### config.mk
export PLATFORM = sky130hd
export DESIGN_NAME = shift_reg_piso
export DESIGN_NICKNAME = d
export VERILOG_FILES = /design/src/rtl/shift_reg_piso.sv
export SDC_FILE = /design/constraint.sdc
export NUM_CORES = 1
export LEC_CHECK = 0
export BUFFER_PORTS_ARGS = -buffer_cell sky130_fd_sc_hd__buf_2
export CAP_MARGIN = 20
export CELL_PAD_IN_SITES_DETAIL_PLACEMENT = 0
export CELL_PAD_IN_SITES_GLOBAL_PLACEMENT = 1
export CORE_MARGIN = 5
export CORE_UTILIZATION = 39
export CTS_CLUSTER_SIZE = 8
export DETAILED_ROUTE_END_ITERATION = 8
export GPL_TIMING_DRIVEN = 0
export PLACE_DENSITY_LB_ADDON = 0.1
export REMOVE_ABC_BUFFERS = 1
export SYNTH_ARGS = -nofsm -noshare
export SYNTH_HDL_FRONTEND = slang
export SYNTH_SLANG_ARGS = --single-unit
### constraint.sdc
create_clock -name clk -period 1.67 [get_ports clk]
set_input_delay 0.0835 -clock clk [delete_from_list [all_inputs] [get_ports clk]]
set_output_delay 0.0835 -clock clk [all_outputs]
set_load 0.01 [all_outputs]
### src/rtl/shift_reg_piso.sv
// -----------------------------------------------------------------------------
// shift_reg_piso
//
// Parallel-in / serial-out shift register with a valid/ready load handshake.
// A word accepted on din is presented on sout MSB first, one bit per clock
// edge on which en is high. When en is low the shifter freezes. A new word
// may be loaded on the same edge that consumes the last bit of the current
// word, so back-to-back words stream without a gap.
//
// Parameters
//   N           parallel word width in bits (N >= 2)
//
// Ports
//   clk         clock, rising-edge active
//   res         asynchronous active-high reset
//   en          shift enable; one bit advances per edge while high
//   din         parallel word to serialize
//   load_valid  din is valid and offered for loading
//   load_ready  block accepts din on this cycle
//   sout        serial data out, MSB first
//   sout_valid  sout carries a valid data bit
//   busy        a word is being serialized
//   done        one-cycle pulse after the last bit of a word was shifted
// -----------------------------------------------------------------------------
module shift_reg_piso #(
    parameter int N = 8
) (
    input  logic         clk,
    input  logic         res,
    input  logic         en,
    input  logic [N-1:0] din,
    input  logic         load_valid,
    output logic         load_ready,
    output logic         sout,
    output logic         sout_valid,
    output logic         busy,
    output logic         done
);

    localparam int CW = $clog2(N);

    typedef enum logic {
        IDLE,
        SHIFT
    } state_t;

    state_t         state;
    logic [N-1:0]   shreg;
    logic [CW-1:0]  cnt;
    logic           last_bit;
    logic           load_fire;

    // The edge that consumes bit 0 of the current word; the shifter is free
    // to take the next word on this same edge.
    assign last_bit   = (state == SHIFT) && en && (cnt == '0);
    assign load_ready = (state == IDLE) || last_bit;
    assign load_fire  = load_valid && load_ready;

    assign sout       = shreg[N-1];
    assign sout_valid = (state == SHIFT);
    assign busy       = (state == SHIFT);

    // NOTE: every register here uses non-blocking assignment so that all of
    // them update from the same pre-edge values, regardless of statement order.
    always_ff @(posedge clk or posedge res) begin
        if (res) begin
            state <= IDLE;
            shreg <= '0;
            cnt   <= '0;
            done  <= 1'b0;
        end else begin
            // A word completes whenever its last bit is consumed, even when
            // the following word is loaded on the very same edge.
            done <= last_bit;

            if (load_fire) begin
                shreg <= din;
                cnt   <= CW'(N - 1);
                state <= SHIFT;
            end else if ((state == SHIFT) && en) begin
                if (cnt != '0) begin
                    shreg <= {shreg[N-2:0], 1'b0};
                    cnt   <= cnt - 1'b1;
                end else begin
                    state <= IDLE;
                end
            end
        end
    end

endmodule

# == Yosys cells after proc, flatten, opt, wreduce, memory -nomap -nowiden ==
# Index checks and enable logic that the tools add are counted.
# op_classes
add_sub_neg,1
mul,0
n_div,0
order_cmp,0
n_eq_ne,1
shift,0
n_mux,9
bitwise_logic,1
n_reduce_logical,10
# op_table
operator,n
$mux 8,3
$mux 3,3
$reduce_and 2->1,2
$reduce_bool 2->1,2
$logic_and 1x1->1,3
$logic_not 3->1,1
$mux 1,3
$reduce_bool 3->1,1
$sub 3x1->3 const B,1
$ne 2x2->1 const B,1
$logic_or 1x1->1,1
$not 1->1,1
# totals
ff_bits,13
latchBits,0
mem_bits_rw,0
mem_bits_ro,0
in_bits,12
out_inout_bits,5
wordCells,26
memories,0

# == Longest topological paths before layout ==
# depth
depth_word,6
ltp_mapped,6
mapped_depth_nobuf,5

# == Worst setup path before layout ==
# No wires, ideal clock.
# synth_timing
kind,register to register
startpoint,register cnt[0]
endpoint,register shreg[1]
setup_time_ns,0.123
arrival_time_ns,1.338
required_ns,1.547
slack_ns,0.210
path_stages_with_launch,7
period_less_slack_ns,1.460
path_cell_list,dfrtp_1 -> inv_1 -> ha_1 -> nor2b_2 -> buf_6 -> or3_1 -> o221a_2
# synth_between
elab_chain_cells,6
elab_cells_between_ends,9
# synth_lines
item,line,text
from (decl),49,logic [CW-1:0] cnt;
from (signal assigned),78,cnt <= CW'(N - 1);
from (signal assigned),83,cnt <= cnt - 1'b1;
$logic_not 3->1,55,assign last_bit = (state == SHIFT) && en && (cnt == '0);
$logic_and 1x1->1,55,
$logic_or 1x1->1,56,assign load_ready = (state == IDLE) || last_bit;
$logic_and 1x1->1,57,assign load_fire = load_valid && load_ready;
$reduce_bool 2->1 (no source line),n/a,
$reduce_and 2->1 (no source line),n/a,
to (signal assigned),77,shreg <= din;
to (signal assigned),82,"shreg <= {shreg[N-2:0], 1'b0};"
to (decl),48,logic [N-1:0] shreg;
# Parallel ways exist; a longest one is shown, timed or not.
# A chain may end at the register's enable or synchronous reset.

# == Worst setup path after layout ==
# layout_timing
startpoint,register cnt[1]
endpoint,register shreg[6]
# The elaborated chain is that of the path after synthesis.

==> flow_metrics.tcl <==
set metrics [dict create \
    drt_iter0_drc 5 \
    drv_slew 0 \
    cts_tree "built" \
    rows 15 \
    required_ns 1.83 \
    synth-seq-cells 13 \
    cts_max_level 1 \
    finalHoldViolations 0 \
    p_total_mw 1.12 \
    gp_congestion 0.679 \
    vias 509 \
    drt_wl_total_um 1410 \
    numCtsBuffers 3 \
    syn_area_per_cell_um2 11.3 \
    max_slew.worst_pin.slew_ns 0.524 \
    p_leak_nw 0.369 \
    drtPass1Iterations 3 \
    antenna_found_initial 0 \
    detail-route-antenna-nets 0 \
    start_kind "flip-flop" \
    cp.arrival_ns 1.74 \
    finalSetupViolations 0 \
    path_class "reg -> reg" \
    initial_core_util 0.404 \
    die_w_um 52.0 \
    final_nets 95 \
    n_antenna_cell 0 \
    place_area_um2 774 \
    stdcell_count 105 \
    ys_types 26 \
    path_clk_slew_ns 0.08 \
    place_inst 99 \
    drcViolationCount 0 \
    power.density_nw_per_um2 1360 \
    relSlewSlack 0.650 \
    ir_drop_mv 0.550 \
    synthCells 61 \
    synthToLayoutAreaGrowth_pct 19.4 \
    viasPerCell 4.85 \
    whs_ns 0.0380 \
    core_area_um2 1710 \
    post_drt_wl_per_cell_um 13.4 \
    dp_hpwl_um 984 \
    finClkSkew_ns 0.00199 \
    hold_path.class "in -> reg" \
    clock_path_buffers 2 \
    drive_above_1_share 0.400 \
    cts_root_buffer "clkbuf_4" \
    crit_path_end_kind "flip-flop" \
    grt_max_degree 14 \
    die_height_um 52.0 \
    grt_first_pass_wirelength_um 2500 \
    gr-total-overflow 0 \
    final_cell_area_um2 823 \
    min_period_ns 1.58 \
    fin_crit_sh 0.945 \
    drv_cap 0 \
    critPathMaxFanout 6 \
    clock-sinks 13 \
    die_area_um2 2710 \
    yosys_warnings 0 \
    max_freq_mhz 634 \
    synth_seq_area_share 0.472 \
    io_buffers 16 \
    nFillCells 170 \
    grt_pass1_vias 546 \
    netlist_area_um2 689 \
    ioPinCount 17 \
    grtUsageTotal 0.127 \
    status "finished clean" \
    clk-insertion-delay-late_ns 0.27 \
    rsz0062_at_grt "no" \
]
-- timing repair --
action / in CTS / in global routing
hold buffers: 1 / 0
endpoints found under the setup margin: 7 / 8
hold endpoints to repair: 13 / 0
resized for setup: 1 / 1
buffers inserted: 0 / 1
-- synth_stat cells (all sizes together) --
cell type,n,share of area
dfrtp,13,0.47
o221a,7,0.11
or3,7,0.064
inv,5,0.027
o21ai,5,0.036
buf,3,0.038
nand2,3,0.020
ha,2,0.036
nand2b,2,0.018
nor2,2,0.015
nor2b,2,0.022
a211oi,1,0.011
a21oi,1,0.0073
a2bb2oi,1,0.013
a31oi,1,0.031
and2b,1,0.011
mux2i,1,0.015
nor3b,1,0.018
o22a,1,0.013
o22ai,1,0.0091
o31ai,1,0.011
-- metal layers --
metal	part of all wire	global-route usage
met3	0.050	0.0287
met5	0	0
met4	0	0.0655
met2	0.45	0.195
met1	0.50	0.164
-- final timing paths --
kind                       cells past startpoint        to  slack, ns   start
max reg2reg                                    6  shreg[6]       0.09  cnt[1]
max                                            6  shreg[6]       0.09  cnt[1]
min in group asynchronous                      3    cnt[1]       0.38     res
min reg2reg                                    1    cnt[0]       0.48  cnt[0]
min                                            3  shreg[0]       0.04  din[0]
max in group asynchronous                      3  shreg[1]       0.94     res
-- worst max-delay path, cell delays in order, from the launching register on --
cell and delay (ns):
dfrtp_1 0.38, inv_1 0.07, ha_1 0.23, nor2b_4 0.16
buf_4 0.16, or3_1 0.34, o221a_2 0.13
-- where the power goes --
group | internal (mW) | switching [mW] | leakage [nW]
Sequential | 0.428 | 0.0811 | 0.146
Clock | 0.0925 | 0.103 | 0.0150
Combinational | 0.233 | 0.186 | 0.208
Total | 0.753 | 0.369 | 0.369
-- cell usage in the layout, fill, tap and decap left out, types with 2 or more instances in the layout --
cell / Yosys / routed
nand2b_1: 2 / 2
ha_1: 2 / 2
buf_2: 0 / 16
inv_1: 5 / 5
o21ai_0: 4 / 3
o21ai_1: 1 / 2
nand2_1: 2 / 2
or3_1: 7 / 7
clkbuf_4: 0 / 3
dfrtp_1: 13 / 13
o221a_2: 7 / 7
-- through the flow --
stage / TNS [ns] / util / worst slack (ns)
2_1_floorplan: 0 / - / 0.186
3_3_place_gp: -0.266 / 0.453 / -0.0434
3_5_place_dp: -0.315 / 0.453 / -0.0522
4_1_cts: 0 / 0.478 / 0.0633
5_1_grt: 0 / 0.482 / 0.00231
6_report: 0 / 0.482 / 0.0918
-- final cells by class --
type                    count  area (um2)  area share
flip-flops and latches     13         325       0.395
multi-input cells          40         324       0.394
repair buffers             18        97.6       0.119
well taps                  25        31.3      0.0380
clock buffers               4        26.3      0.0319
inverters                   5        18.8      0.0228
-- logic make-up (layout without fill, tap and decap cells) --
kind of cell,after synthesis,count (layout),share of synthesized area
compound gates,19,19,0.245
fa+ha+maj,2,2,0.0363
buf+inv,8,27,0.0653
flops,13,13,0.472
mux,1,1,0.0145
simple gates,18,18,0.167
-- sequential cells by signal, indices dropped and copies added, names as in the netlist --
name	flops
busy	1
done	1
shreg	8
cnt	3
(Power assumes the default switching activity.)
